**src/rtl/adaptimer_axi_rd.sv**
```systemverilog
// AXI4-Lite read responder for the adaptive timer: lo-then-hi snapshot of the 64-bit
// timer, plus status, read counter and snapshot delta, with detection of the timer going backwards.
//
// state | meaning
// IDLE  | ARREADY high, waiting for a read address
// RESP  | RVALID high, registered response held until RREADY
module adaptimer_axi_rd #(
    parameter int ADDR_W = 5,
    parameter int DATA_W = 32
) (
    input  logic              clock,
    input  logic              reset,
    input  logic [63:0]       adaptimer,
    input  logic              timer_en,
    input  logic              safe_active,
    input  logic [ADDR_W-1:0] S_AXI_ARADDR,
    input  logic              S_AXI_ARVALID,
    output logic              S_AXI_ARREADY,
    output logic [DATA_W-1:0] S_AXI_RDATA,
    output logic [1:0]        S_AXI_RRESP,
    output logic              S_AXI_RVALID,
    input  logic              S_AXI_RREADY
);

    typedef enum logic {S_IDLE = 1'b0, S_RESP = 1'b1} state_t;

    localparam logic [1:0] RESP_OKAY   = 2'b00;
    localparam logic [1:0] RESP_SLVERR = 2'b10;

    state_t      state, state_next;
    logic        ar_hs;
    logic [2:0]  word;
    logic        unused_addr_bits;
    logic [63:0] snap, prev_snap;
    logic [31:0] rd_count;
    logic        mono_err;
    logic        mono_set, mono_clr;
    logic [63:0] snap_delta;

    assign ar_hs            = (state == S_IDLE) && S_AXI_ARVALID;
    assign word             = S_AXI_ARADDR[4:2];
    assign unused_addr_bits = ^S_AXI_ARADDR[1:0];
    assign snap_delta       = snap - prev_snap;

    // The very first TIME_LO has no meaningful previous snapshot to compare against.
    assign mono_set = ar_hs && (word == 3'd0) && (rd_count != 32'd0) && (adaptimer < snap);
    assign mono_clr = ar_hs && (word == 3'd2);

    always_ff @(posedge clock) begin
        if (reset) begin
            state <= S_IDLE;
        end else begin
            state <= state_next;
        end
    end

    always_comb begin
        state_next = state;
        case (state)
            S_IDLE: if (S_AXI_ARVALID) state_next = S_RESP;
            S_RESP: if (S_AXI_RREADY)  state_next = S_IDLE;
            default: state_next = S_IDLE;
        endcase
    end

    always_comb begin
        S_AXI_ARREADY = 1'b0;
        S_AXI_RVALID  = 1'b0;
        case (state)
            S_IDLE: S_AXI_ARREADY = 1'b1;
            S_RESP: S_AXI_RVALID  = 1'b1;
            default: ;
        endcase
    end

    always_ff @(posedge clock) begin
        if (reset) begin
            S_AXI_RDATA <= '0;
            S_AXI_RRESP <= RESP_OKAY;
        end else if (ar_hs) begin
            S_AXI_RRESP <= RESP_OKAY;
            case (word)
                3'd0:    S_AXI_RDATA <= adaptimer[31:0];
                3'd1:    S_AXI_RDATA <= snap[63:32];
                3'd2:    S_AXI_RDATA <= {28'h0, mono_err, safe_active, timer_en, 1'b1};
                3'd3:    S_AXI_RDATA <= rd_count;
                3'd4:    S_AXI_RDATA <= snap_delta[31:0];
                default: begin
                    S_AXI_RDATA <= '0;
                    S_AXI_RRESP <= RESP_SLVERR;
                end
            endcase
        end
    end

    always_ff @(posedge clock) begin
        if (reset) begin
            snap      <= '0;
            prev_snap <= '0;
            rd_count  <= '0;
            mono_err  <= 1'b0;
        end else begin
            if (ar_hs && (word == 3'd0)) begin
                snap      <= adaptimer;
                prev_snap <= snap;
                rd_count  <= rd_count + 32'd1;
            end
            mono_err <= mono_set | (mono_err & ~mono_clr);
        end
    end

endmodule

```
**config.mk**
```make
export PLATFORM = sky130hd
export DESIGN_NAME = adaptimer_axi_rd
export DESIGN_NICKNAME = d
export VERILOG_FILES = /design/src/rtl/adaptimer_axi_rd.sv
export SDC_FILE = /design/constraint.sdc
export NUM_CORES = 1
export LEC_CHECK = 0
export BUFFER_PORTS_ARGS = -buffer_cell sky130_fd_sc_hd__clkbuf_2
export CAP_MARGIN = 0
export CORE_ASPECT_RATIO = 1.1
export CORE_MARGIN = 2
export CORE_UTILIZATION = 57
export CTS_BUF_LIST = sky130_fd_sc_hd__clkbuf_16
export DETAILED_ROUTE_END_ITERATION = 10
export PLACE_DENSITY = 0.86
export SYNTH_ARGS = -nofsm -noshare
export SYNTH_HDL_FRONTEND = slang
export SYNTH_SLANG_ARGS = --single-unit
```
**constraint.sdc**
```tcl
create_clock -name clock -period 4.9 [get_ports clock]
set_input_delay 0.735 -clock clock [delete_from_list [all_inputs] [get_ports clock]]
set_output_delay 0.735 -clock clock [all_outputs]
set_load 0.05 [all_outputs]
```
After elaboration in Yosys (flattened, before gate mapping)
Index checks and enable logic that the tools add are counted.

$add $sub $neg: 2. Magnitude comparators: 1. Eq/ne operators: 4. Muxes and demuxes: 7. Bitwise gates (word level): 4. Reduce and logical (&&, ||, !) cells: 8.

Operators with widths (number): $pmux 32 s5 (1); $lt 64x64->1 (1); $add 32x1->32 const B (1); $reduce_bool 32->1 (1); $sub 32x32->32 (1); $eq 3x2->1 const B (2); $logic_and 1x1->1 (5); $reduce_or 5->1 (1); $mux 1 (4); $eq 3x1->1 const B (1); $eq 3x3->1 const B (1); $logic_not 3->1 (1); $mux 2 (1); $not 1->1 (2); $pmux 1 s2 (1); $and 1x1->1 (1); $or 1x1->1 (1).

Flip-flop bits (word level): 164. Input port bits: 75. Output and inout port bits: 36. Logic and storage cells: 33.

Longest topological paths before layout
Gate-level depths: netlist of run 1.

Depth after elaboration: 6. Depth in mapped cells: 12. Mapped depth without buffers: 12.

Least setup slack after synthesis of run 1
No wires, ideal clock.

Path kind: reg-to-reg. From: register prev_snap[10]. To: register S_AXI_RDATA[29]. Setup time: 101 ps. Data arrival time: 2660 ps. Required time: 4799 ps. Path slack: 2139 ps. Cell stages (with the launch flop): 13. Clock period less this slack: 2761 ps. Path through: dfxtp_1 -> inv_1 -> ha_1 -> buf_6 -> a21o_1 -> a21o_1 -> a211o_1 -> a2111o_1 -> a41oi_2 -> o21ai_2 -> a311oi_2 -> xor2_1 -> o41ai_1.

Longest elaborated chain between the ends: 2.

RTL lines: start, declared (RTL line 34) `logic [63:0] snap, prev_snap;`; start signal, assigned (RTL line 105) `prev_snap <= snap;`; $sub 32x32->32 (RTL line 43) `assign snap_delta = snap - prev_snap;`; $pmux 32 s5 (RTL line 82) `case (word)`; end signal, assigned (RTL line 83) `3'd0: S_AXI_RDATA <= adaptimer[31:0];`; end signal, assigned (RTL line 84) `3'd1: S_AXI_RDATA <= snap[63:32];`; end signal, assigned (RTL line 85) `3'd2: S_AXI_RDATA <= {28'h0, mono_err, safe_active, timer_en, 1'b1};`; end, declared (RTL line 19) `output logic [DATA_W-1:0] S_AXI_RDATA,`.

No other way between the ends. A chain may end at the register's enable or synchronous reset.

Final worst setup path of run 1
From: register state. To: register rd_count[31].

Longest elaborated chain between the ends: 3.

RTL lines: start, declared (RTL line 30) `state_t state, state_next;`; start signal, assigned (RTL line 53) `state <= state_next;`; $not 1->1; $logic_and 1x1->1 (RTL line 40) `assign ar_hs = (state == S_IDLE) && S_AXI_ARVALID;`; $logic_and 1x1->1 (RTL line 103) `if (ar_hs && (word == 3'd0)) begin`; end signal, assigned (RTL line 106) `rd_count <= rd_count + 32'd1;`; end, declared (RTL line 35) `logic [31:0] rd_count;`.

No other way between the ends.

==> metrics.md, run 1 <==
| Metric | Value |
|---|---|
| Asr flop ratio synth | `0%` |
| #FFs+latches synth | `163` |
| Status | `finished, final reports clean` |
| Die Y | `143 µm` |
| Filler cells | `1464` |
| Clock skew | `0.00954 ns` |
| Die width | `131 µm` |
| CTS clk-pin slew, worst paths | `0.06 ns` |
| Final nets | `1569` |
| # diodes | `0` |
| Setup violators final | `0` |
| Slew headroom | `26.8%` |
| Area of the multi-input gates | `0.00614 mm²` |
| Synthesized instance count | `1333` |
| Final setup TNS | `0 ns` |
| Routed Antenna Nets | `0` |
| Starting Density | `57.4%` |
| CP Data Arrival Time | `3.78 ns` |
| CTS resizes | `0` |
| Hold_buf cts | `0` |
| Share of layout cells above drive strength 1 | `11.1%` |
| Syn. warnings | `0` |
| Critical path type | `reg -> reg` |
| Power density cells | `291 mW/mm²` |
| Row count | `51` |
| Initial drt markers | `1084` |
| Clock root cell | `clkbuf_16` |
| Synth Flop Type | `dfxtp_1` |
| First-pass GRT wire length | `44.6 mm` |
| Hold Vio Cnt, Final | `0` |
| DP Worst Slack | `1.16 ns` |
| Synth Net Count | `1506` |
| GRT Total Usage | `30.3%` |
| CTS Sinks | `163` |
| Fin util | `64.4%` |
| Routability cong. | `0.919` |
| Overall Power | `3.29 mW` |
| PnR worst setup slack | `1.48 ns` |
| Die area | `0.0188 mm²` |
| Area leader, netlist | `dfxtp_1` |
| Largest net degree at the start of global routing | `101` |
| CTS H-tree lvls | `4` |
| TritonCTS clock tree | `built` |
| Yosys cell types | `62` |
| Via count | `9825` |
| Crit-path max FO | `52` |
| First-pass detailed-route iteration total | `5` |
| Slew @ Worst Pin | `1.10 ns` |
| Post-synthesis average cell area | `7.56 µm²` |
| Sequential area share after synthesis | `32.4%` |
| Worst skew pair latency | `0.44 ns` |
| Total routed wirelength | `28.5 mm` |
| CP Data Required Time | `5.26 ns` |
| Ports | `111` |
| FF/Latch Area | `0.00326 mm²` |
| Crit share post-route | `69.8%` |
| Area share of the largest cell type after synthesis | `32.4%` |
| Post-CTS Setup Inserts | `0` |
| Worst ir drop on vdd | `251 µV` |
| RSZ-0062 raised after global routing | `false` |
| Post-DR wirelength/cell | `17.3 µm` |
| Gr ovfl total | `0` |
| Min Clock Period, post-route | `3.42 ns` |
| Residual DRC count | `0` |
| Max-Cap Viols | `0` |
| Drt via density | `5.97` |
| # port buffers | `107` |
| Largest cells by area after synthesis | `dfxtp_1 (32%), ha_1 (12%), nand2_1 (9.8%)` |
| Post-synth EDFFs | `0` |
| CTS Buf Count | `17` |
| CTS max path bufs | `2` |
| Hpwl dp | `20.5 mm` |
| FMAX | `292 MHz` |
| Core area | `0.0175 mm²` |
| Leak | `4.45 nW` |
| Endpoint class of the critical path | `flop` |
| Number of global-route vias before repair | `8964` |
| Mapped cell area | `0.0101 mm²` |
| Final Max Slew Viols | `0` |
| Initial antenna violation count | `0` |
| HP Class | `reg -> reg` |
| CP startpoint kind | `flop` |
| Synth-to-layout area growth | `12.2%` |
worst max-delay path: stages, from the launching register on:
cell and delay, ns:
dfxtp_1 0.36, nand2b_1 0.16, buf_4 0.23, nor2_2 0.62
nand2_4 0.50, nor2_2 0.35, nand2_1 0.13, nor2_1 0.18
nand4_1 0.24, or3_1 0.40, a21oi_1 0.16
sequential cells by signal, summed over array words and instances, names as in the netlist:
signal	flops
S_AXI_RDATA	32
state	1
prev_snap	32
rd_count	32
S_AXI_RRESP	1
mono_err	1
snap	64
cell usage after synthesis (11+ instances only):
master    instances
inv_1           111
nor3_1           16
ha_1             97
a22oi_1          19
nand4_1          25
a21o_1           39
xnor2_1          21
o22ai_1          11
dfxtp_1         163
nand2_1         263
a21oi_1         167
mux2i_1          28
xor2_1           29
o21ai_0          54
clkbuf_1         67
nand3_1          18
nor2_1           65
stage by stage:
| stage | cell area [µm²] | hold slack, ns | std cells |
|---|---|---|---|
| global placement | 10700 | 0.441 | 1615 |
| floorplan | 10100 | 0.435 | 1333 |
| finish | 11300 | 0.454 | 1645 |
| CTS | 11300 | 0.455 | 1645 |
| global route | 11300 | 0.474 | 1645 |
| detailed placement | 10700 | 0.447 | 1615 |
worst paths after layout:
kind / end / depth (start not counted) / slack, ns / from
min reg2reg: prev_snap[3] / 2 / 0.45 / prev_snap[3]
max reg2reg: rd_count[31] / 10 / 1.48 / state
max: rd_count[31] / 10 / 1.48 / state
min: prev_snap[3] / 2 / 0.45 / prev_snap[3]
layout by cell type, fill, tap and decap left out, types with 4 or more instances in the layout:
cell / synthesis / routed
a211oi_1: 6 / 6
a21o_1: 39 / 39
a21oi_1: 167 / 167
a221oi_1: 4 / 4
a22oi_1: 19 / 19
a31oi_1: 8 / 8
and3_1: 8 / 8
and4_1: 6 / 6
buf_4: 1 / 9
bufinv_16: 0 / 4
clkbuf_16: 0 / 17
clkbuf_2: 0 / 106
clkinv_2: 0 / 5
dfxtp_1: 163 / 163
ha_1: 97 / 97
inv_1: 111 / 112
mux2i_1: 28 / 28
nand2_1: 263 / 262
nand2b_1: 7 / 7
nand3_1: 18 / 18
nand4_1: 25 / 25
nor2_1: 65 / 65
nor2b_1: 7 / 6
nor3_1: 16 / 15
nor4_1: 9 / 9
o211ai_1: 7 / 7
o21a_1: 4 / 4
o21ai_0: 54 / 54
o21ai_1: 10 / 10
o21bai_1: 5 / 5
o221ai_1: 4 / 4
o22ai_1: 11 / 11
o41ai_1: 5 / 5
or3_1: 6 / 6
xnor2_1: 21 / 21
xor2_1: 29 / 29
report_power, final:
group / switching [mW] / total, mW / internal [mW]
Clock: 0.550 / 1.39 / 0.838
Sequential: 0.0227 / 1.37 / 1.35
Combinational: 0.337 / 0.526 / 0.188
Total: 0.910 / 3.29 / 2.38
metal layers:
metal | GRT usage (%) | vias to the layer above | part of all wire, %
met5 | 0 | - | 0
met4 | 14.5 | 0 | 4.1
met3 | 3.80 | 81 | 6.2
met2 | 47.6 | 396 | 46
met1 | 41.2 | 4618 | 44
li1 | - | 4730 | -
cells by family (layout without fill, tap and decap cells):
kind of cell / count (synthesis) / in the layout / share of synthesized area (%)
adders and majority gates: 98 / 98 / 12.2
DFF: 163 / 163 / 32.4
muxes: 30 / 30 / 3.12
AOI/OAI and AO/OA: 363 / 363 / 21.6
and+or+nand+nor: 446 / 446 / 19.4
other: 1 / 1 / 0.0372
buffers and inverters: 182 / 256 / 6.89
xor gates and xnor gates: 50 / 50 / 4.34
cell type report:
type | instances | share of cell area (%)
Multi-Input combinational cell | 988 | 54.3
Sequential cell | 163 | 28.9
Timing Repair Buffer | 115 | 5.29
Clock buffer | 17 | 3.76
Inverter | 111 | 3.68
Tap cell | 238 | 2.63
Clock inverter | 13 | 1.49
Power figures use the tool's default switching activity.
==> inputs of run 2 (changes only) <==
==> constraint.sdc (replaced) <==
create_clock -name clock -period 3.2 [get_ports clock]
set_input_delay 0.48 -clock clock [delete_from_list [all_inputs] [get_ports clock]]
set_output_delay 0.48 -clock clock [all_outputs]
set_load 0.05 [all_outputs]
==> run 2 against run 1 <==
Clock power increased by 47%. Combinational power is 56% higher. Critical path type unchanged. Non-clock buffer count grew 10. Final cell count up 0.67%. Worst hold slack got worse by 0.17 ns. Sequential share of layout area is 0.19 points lower. Clock-buffer cell count stayed put. Power is 51% higher. Clock skew decreased by 0.0019 ns.
==> metrics.md, run 2 (synthesis gave the netlist of run 1 again) <==
| Metric | Value |
|---|---|
| Setup violators final | `0 (unchanged)` |
| DP Worst Slack | `0.131 ns (-1.03 ns)` |
| CTS max path bufs | `2 (unchanged)` |
| Row count | `51 (unchanged)` |
| Max reg flops | `64 (unchanged)` |
| Endpoint class of the critical path | `flop` |
| Hold Vio Cnt, Final | `0 (unchanged)` |
| Slew @ Worst Pin | `1.13 ns (+0.0281 ns)` |
| Via count | `9827 (+0.020%)` |
| Worst ir drop on vdd | `421 µV (+68%)` |
| Status | `finished, final reports clean` |
| Routability cong. | `0.899 (-2.2%)` |
| Max-Cap Viols | `0 (unchanged)` |
| CTS clk-pin slew, worst paths | `0.07 ns (about the same)` |
| Net Sw Frac | `28.3% (+0.57 points)` |
| Power density cells | `437 mW/mm² (+50%)` |
| # port buffers | `107 (unchanged)` |
| Worst hold slack | `0.280 ns (-0.174 ns)` |
| Total routed wirelength | `28.9 mm (+1.3%)` |
| Hpwl dp | `21.0 mm (+2.5%)` |
| Routed Antenna Nets | `0 (unchanged)` |
| Clk pwr share | `41.3% (-0.9 points)` |
| FMAX | `321 MHz (+9.7%)` |
| GRT Total Usage | `30.8% (+0.48 points)` |
| Largest Register | `snap` |
| Slew headroom | `24.9% (-1.9 points)` |
| Min Clock Period, post-route | `3.12 ns (-0.302 ns)` |
| Gr ovfl total | `0 (unchanged)` |
| Drt via density | `5.93 (-0.64%)` |
| Fin util | `64.9% (+0.42 points)` |
| CTS Sinks | `163 (unchanged)` |
| Hold_buf cts | `0 (unchanged)` |
| TritonCTS clock tree | `built` |
| Final Max Slew Viols | `0 (unchanged)` |
| Final nets | `1579 (+0.64%)` |
| Crit-path max FO | `4 (-92%)` |
| Initial drt markers | `938 (-13%)` |
| CTS H-tree lvls | `4 (unchanged)` |
| Most frequent cells in the layout | `nand2_1 (262), a21oi_1 (167), dfxtp_1 (163), inv_1 (113), clkbuf_2 (106)` |
| Clock root cell | `clkbuf_16` |
| CTS Buf Count | `17 (unchanged)` |
| PnR worst setup slack | `0.0814 ns (-1.40 ns)` |
| Logic gate share of total power | `16.5% (+0.5 points)` |
| Overall Power | `4.98 mW (+51%)` |
| Commonest non-fill, non-tap cell in the layout | `nand2_1` |
| Critical path type | `reg -> reg` |
| First-pass detailed-route iteration total | `6 (+1)` |
| # diodes | `0 (unchanged)` |
| CP Data Required Time | `3.50 ns (-1.76 ns)` |
| Synth-to-layout area growth | `12.9%` |
| Share of layout cells above drive strength 1 | `11.8% (+0.69 points)` |
| Sw power | `1.41 mW (+54%)` |
| Power Internal | `3.57 mW (+50%)` |
| Post-DR wirelength/cell | `17.4 µm (+0.63%)` |
| Die width | `131 µm (unchanged)` |
| Largest net degree at the start of global routing | `160 (+58%)` |
| Post-CTS Setup Inserts | `0 (unchanged)` |
| CP Data Arrival Time | `3.42 ns (-0.36 ns)` |
| HP Class | `in -> reg` |
| Ports | `111 (unchanged)` |
| Clock skew | `0.00760 ns (-0.00194 ns)` |
| CTS resizes | `0 (unchanged)` |
| Leak | `4.51 nW (+1.2%)` |
| Die area | `0.0188 mm² (unchanged)` |
| RSZ-0062 raised after global routing | `true` |
| First-pass GRT wire length | `45.2 mm (+1.5%)` |
| Worst skew pair latency | `0.44 ns (about the same)` |
| Residual DRC count | `0 (unchanged)` |
| Starting Density | `57.4% (unchanged)` |
| Initial antenna violation count | `0 (unchanged)` |
| Number of global-route vias before repair | `9005 (+0.46%)` |
| Crit share post-route | `97.5% (+28 points)` |
| Die Y | `143 µm (unchanged)` |
| CP startpoint kind | `flop` |
| Core area | `0.0175 mm² (unchanged)` |
| Seq pwr share | `42.2% (+0.4 points)` |
==> run 2: cell types whose count changed in the layout (fill, tap and decap cells not counted) <==
cell,delta
o41ai_1,-1
o41ai_2,+1
buf_4,+9
clkinv_2,+1
buf_12,+1
bufinv_16,-1
inv_1,+1
==> run 2: path summary, 6_finish.rpt <==
| path | endpoint | slack (ns) | cells after the start | start |
|---|---|---|---|---|
| worst max-delay path | S_AXI_RDATA[30] | 0.08 | 12 | snap[0] |
| worst min-delay path | snap[39] | 0.28 | 3 | adaptimer[39] |
| worst max register to register | S_AXI_RDATA[30] | 0.08 | 12 | snap[0] |
| worst min register to register | prev_snap[19] | 0.45 | 2 | prev_snap[19] |
==> run 2: worst max-delay path, cell delays in order, from the launching register on <==
cell      delay, ns
dfxtp_1        0.38
inv_1          0.08
ha_1           0.22
fa_1           0.39
nand2b_1       0.19
a31oi_1        0.23
o21ai_1        0.13
a31oi_1        0.34
a31oi_1        0.24
o21ai_1        0.32
a41oi_1        0.21
xor2_1         0.18
o22ai_1        0.08
==> run 2: per-layer routing <==
layer  vias up  routed length [µm]  share of wire (%)  GRT usage (%)
met1      4566               12400                 43           41.7
li1       4744                   -                  -              -
met3        88                2170                7.5           5.25
met4         0                1170                4.1           13.8
met5         -                   0                  0              0
met2       429               13100                 45           48.1
==> run 2: stage by stage <==
stage | area [µm²] | std cells | TNS [ns]
floorplan | 10100 | 1333 | 0
global placement | 10800 | 1625 | 0
detailed placement | 10800 | 1625 | 0
CTS | 11400 | 1656 | 0
global route | 11400 | 1656 | -0.103
finish | 11400 | 1656 | 0
==> run 2: final cells by class <==
class	instances	area (µm²)
Clock inverter	14	148
Fill cell	1497	6170
Multi-Input combinational cell	988	6150
Clock buffer	17	425
Sequential cell	163	3260
Tap cell	238	298
Timing Repair Buffer	125	686
Inverter	111	417
==> run 2: power by group through the flow <==
stage / registers (mW) / logic, mW / clock network [mW]
2_1_floorplan: 2.21 / 0.483 / 0
3_3_place_gp: 2.14 / 0.788 / 0
3_5_place_dp: 2.15 / 0.801 / 0
4_1_cts: 2.10 / 0.808 / 2.05
5_1_grt: 2.10 / 0.894 / 2.14
6_report: 2.10 / 0.821 / 2.05
